## src/rtl/epc_unit_pkg.sv

```systemverilog
// Shared CP0 definitions for the EPC register: enable levels, widths, reset value
// and the next-value source selection.
`ifndef EPC_UNIT_PKG_DEFINES
`define EPC_UNIT_PKG_DEFINES
`define ENABLE  1'b1
`define DISABLE 1'b0
`endif

package epc_unit_pkg;

  localparam int unsigned CP0_W       = 32;
  localparam int unsigned EPC_PC_STEP = 4;
  localparam logic [CP0_W-1:0] EPC_RST_VAL = CP0_W'(0);

  typedef enum logic [1:0] {
    SEL_HOLD = 2'd0,
    SEL_SW   = 2'd1,
    SEL_HW   = 2'd2
  } epc_sel_e;

  // Exception capture outranks MTC0; a colliding software write is dropped.
  function automatic epc_sel_e epc_next_sel(input logic we_h, input logic we_s);
    epc_sel_e sel;
    sel = SEL_HOLD;
    if (we_h == `ENABLE) begin
      sel = SEL_HW;
    end else if (we_s == `ENABLE) begin
      sel = SEL_SW;
    end
    return sel;
  endfunction

endpackage

```

## src/rtl/epc_unit.sv

```systemverilog
// CP0 Exception Program Counter: exception capture with delay-slot correction,
// MTC0 write, and zero-latency gated read for MFC0 / ERET.
module epc_unit
  import epc_unit_pkg::*;
#(
  parameter int unsigned       DATA_W  = CP0_W,
  parameter int unsigned       PC_STEP = EPC_PC_STEP,
  parameter logic [DATA_W-1:0] RST_VAL = DATA_W'(EPC_RST_VAL)
) (
  input  logic              clk,
  input  logic              rst,
  input  logic              r_p,
  input  logic              r_h,
  input  logic              we_s,
  input  logic              we_h,
  input  logic              bd_p,
  input  logic [DATA_W-1:0] pc_p,
  input  logic [DATA_W-1:0] write_data,
  output logic [DATA_W-1:0] read_data
);

  logic [DATA_W-1:0] epc_q;
  logic [DATA_W-1:0] epc_d;
  logic [DATA_W-1:0] hw_val;
  epc_sel_e          sel;

  // Delay-slot faults restart at the branch; subtraction wraps modulo 2^DATA_W.
  assign hw_val = (bd_p == `ENABLE) ? (pc_p - DATA_W'(PC_STEP)) : pc_p;
  assign sel    = epc_next_sel(we_h, we_s);

  always_comb begin
    epc_d = epc_q;
    unique case (sel)
      SEL_HW:   epc_d = hw_val;
      SEL_SW:   epc_d = write_data;
      default:  epc_d = epc_q;
    endcase
  end

  always_ff @(posedge clk or posedge rst) begin
    if (rst) begin
      epc_q <= RST_VAL;
    end else begin
      epc_q <= epc_d;
    end
  end

  // No write bypass: readers always see the pre-edge register value.
  assign read_data = ((r_p == `ENABLE) || (r_h == `ENABLE)) ? epc_q : DATA_W'(0);

endmodule

```

## config.mk

```make
export PLATFORM = sky130hd
export DESIGN_NAME = epc_unit
export DESIGN_NICKNAME = d
export VERILOG_FILES = /design/src/rtl/epc_unit_pkg.sv /design/src/rtl/epc_unit.sv
export SDC_FILE = /design/constraint.sdc
export NUM_CORES = 1
export LEC_CHECK = 0
export BUFFER_PORTS_ARGS = -buffer_cell sky130_fd_sc_hd__buf_2
export CORE_MARGIN = 4
export CORE_UTILIZATION = 52
export DETAILED_ROUTE_END_ITERATION = 8
export MAX_ROUTING_LAYER = met4
export PLACE_DENSITY = 0.95
export SYNTH_ARGS = -nofsm -noshare
export SYNTH_HDL_FRONTEND = slang
export SYNTH_SLANG_ARGS = --single-unit
```

## constraint.sdc

```tcl
create_clock -name clk -period 2 [get_ports clk]
set_input_delay 0.2 -clock clk [delete_from_list [all_inputs] [get_ports clk]]
set_output_delay 0.2 -clock clk [all_outputs]
set_load 0.005 [all_outputs]
```

==> metrics.md <==
| Metric | Value |
|---|---|
| Status | finished clean |
| Total grt overflow | 0 |
| Share of synthesized area occupied by flip-flops and latches | around a third |
| Clock root buffer | clkbuf_8 |
| Top-Level Pins | 103 |
| Min Tclk post-route | 1.94 ns |
| Biggest regs | epc_q x32 |
| Endpoints failing hold | 0 |
| Routing usage on met1 | 28.6% |
| Setup TNS Final | 0 ns |
| CTS clk-pin slew, worst paths | around 0.060 ns |
| # nets final | about 460 |
| Fin. max-slew vios | 0 |
| Detailed-route via count | about 2600 |
| WL per Instance | 15.5 um |
| DP HPWL | 5110 um |
| Slew @ Worst Pin | 0.562 ns |
| H-tree levels | 2 |
| Syn Inst Count | 273 |
| Min Hold Slack | 0.00246 ns |
| Fin util | 72.9% |
| Most flops, register | epc_q |
| Post-CTS setup buffer count | 0 |
| # setup viols final | 0 |
| Placeable Area | 4350 um^2 |
| CP arrival | 2.14 ns |
| Drt drc | 0 |
| Clk buf depth | 2 |
| Commonest non-fill, non-tap cell in the layout | buf_2 |
| CP startpoint kind | primary input |
| Syn_nets | 345 |
| Slew HR | 62.5% |
| Setup slack after layout | 0.0592 ns |
| Post-route cell area | approximately 3200 um^2 |
| Synth unique cells | 38 |
| Syn_area_per_cell | between 8 and 9 um^2 |
| Vias/cell | approximately 6 |
| Clk_skew | 0 ns |
| Leak Pwr | 1.38 nW |
| First-pass GRT wire length | 10500 um |
| FP Rows | 24 |
| Worst vdd ir | around 0.00042 V |
| Syn. warnings | 0 |
| Die H | 75.2 um |
| Worst hold path type | in -> async |
| Yosys reg bits | 32 |
| Total Routed Length | 6820 um |
| Largest net degree at the start of global routing | 41 |
| CTS tree | yes |
| Max Freq | between 500 and 600 MHz |
| Area occupied by multi-input gates | 1470 um^2 |
| Maximum fanout along the worst path | 18 |
| Fillers | 331 |
| Fin crit share | 97.0% |
| P&R area growth vs syn | 35.4% |
| Power Density | 519 nW/um^2 |
| Hold Buf Count CTS | 0 |
| Initial antenna violation count | 0 |
| Antenna Cells | 0 |
| I/O Buffers | 102 |
| GPL Wtd Cong | ~0.83 |
| FF/Latch Area | between 800 and 900 um^2 |
| Placed cell areas | 3090 um^2 |
| TritonRoute pass-1 iters | 4 |
| Met2 Use GR | 43.5% |
| Mapped cell area | 2340 um^2 |
| Detail Route Antenna Nets | 0 |
| Die area | 5650 um^2 |
| Layout cells sized above 1 | 38.6% |
| CP Capture Type | flip-flop |
| Critical path class | in -> reg |
| Vias in the first global route | 2433 |
| Total global routing track utilization | 24.6% |
| Max reg flops | 32 |
| WP data required | 2.20 ns |
| MaxCap Viol Count | 0 |
| Initial Utilization | 53.9% |
| Commonest non-fill, non-tap cells in the layout | 102 x buf_2, 58 x nor2b_1, 32 x dfrtp_1 |
| Die Width | 75.2 um |
| Busiest layer in global routing | met2 |
| Worst-Skew Late Latency | 0.28 ns |
| GR Util met3 | 5.21% |
| Pre-CTS setup slack | -0.296 ns |
| CTS Buf Count | 5 |
| Clk sinks | 32 |
| Iter 0 DRT Violations | 178 |
| RSZ-0062 raised after global routing | no |
## synthesized netlist by cell type
master      n  share of area (%)
nand4bb_1   1               0.48
nor2b_1    58                 15
a211oi_1   26                8.3
nor4b_1     2               0.75
o21ai_0     8                1.7
dfrtp_1    32                 34
nand3_1     1               0.21
o41ai_1     2               0.75
nand3b_1    1               0.32
or2_2       2               0.53
a21oi_1     8                1.7
or4_4       1               0.48
xnor2_1     4                1.5
nand4_1     2               0.53
or4b_2      2               0.85
clkbuf_1   19                3.0
or3_1       8                2.1
inv_1       4               0.64
xor2_1      7                2.6
buf_2       1               0.21
nor2_1      6               0.96
o311a_1     1               0.43
or4_1      13                4.2
or4b_1      2               0.85
o211ai_1    1               0.32
mux2i_1     6                2.6
nor3_1      4               0.85
o31ai_1    11                3.5
nand2b_1    1               0.27
nor4bb_1    1               0.43
ha_1        1               0.53
nand2_1    12                1.9
buf_6       1               0.48
nor3b_1     1               0.32
a31oi_1    17                4.5
buf_1       1               0.16
nor4_1      4                1.1
o21ai_1     1               0.21
## metrics by stage
| step | cells | total power [mW] |
|---|---|---|
| 3_3_place_gp | 437 | 1.19 |
| 4_1_cts | 442 | 1.66 |
| 6_report | 441 | 1.65 |
| 5_1_grt | 441 | 1.74 |
| 3_5_place_dp | 437 | 1.21 |
| 2_1_floorplan | 273 | 0.974 |
## critical path: stages
cell and delay, ns:
buf_2 0.11, or4_4 0.54, or4b_4 0.61, or4b_4 0.52, a31oi_2 0.17
## where the power goes
| part | leakage, nW | total, mW | switching, mW | internal (mW) |
|---|---|---|---|---|
| logic | 0.970 | 0.467 | 0.228 | 0.240 |
| registers | 0.369 | 0.737 | 0.0278 | 0.709 |
| clock network | 0.0359 | 0.445 | 0.221 | 0.224 |
## repair_timing
action	in CTS	in global routing
resized for setup	1	5
pin swaps	0	2
endpoints found under the setup margin	1	4
## cell families (layout without fill, tap and decap cells)
| logic type | count (synthesis) | after routing | share of synthesized area (%) |
|---|---|---|---|
| simple gates | 122 | 122 | 32.6 |
| flops | 32 | 32 | 34.2 |
| buf+inv | 26 | 142 | 4.54 |
| xor+xnor | 11 | 11 | 4.11 |
| fa+ha+maj | 1 | 1 | 0.534 |
| mux | 6 | 6 | 2.56 |
| compound gates | 75 | 75 | 21.5 |
## layer usage
| metal | part of all wire [%] | vias up |
|---|---|---|
| met5 | 0 | - |
| met4 | 1.5 | 0 |
| met3 | 7.1 | 15 |
| met2 | 50 | 114 |
| met1 | 41 | 1202 |
| li1 | - | 1251 |
## worst paths after layout
check	startpoint	to	slack (ns)	cells after the start
hold / removal	rst	epc_q[2]$_DFFE_PP0P_	0.002	3
max in group asynchronous	rst	epc_q[15]$_DFFE_PP0P_	1.70	3
setup / recovery	pc_p[12]	epc_q[26]$_DFFE_PP0P_	0.06	5
min in group clk	pc_p[1]	epc_q[1]$_DFFE_PP0P_	0.13	3
hold reg to reg	epc_q[2]$_DFFE_PP0P_	epc_q[2]$_DFFE_PP0P_	0.57	2
setup reg to reg	epc_q[23]$_DFFE_PP0P_	epc_q[23]$_DFFE_PP0P_	1.02	3
## area by class of cell
cell class	count	share of cell area (%)
multi-input combinational	215	46.3
sequential	32	25.2
timing repair buffer	133	23.8
clock buffer	5	2.17
tap	52	2.05
inverter	4	0.473
(Power assumes the default switching activity.)
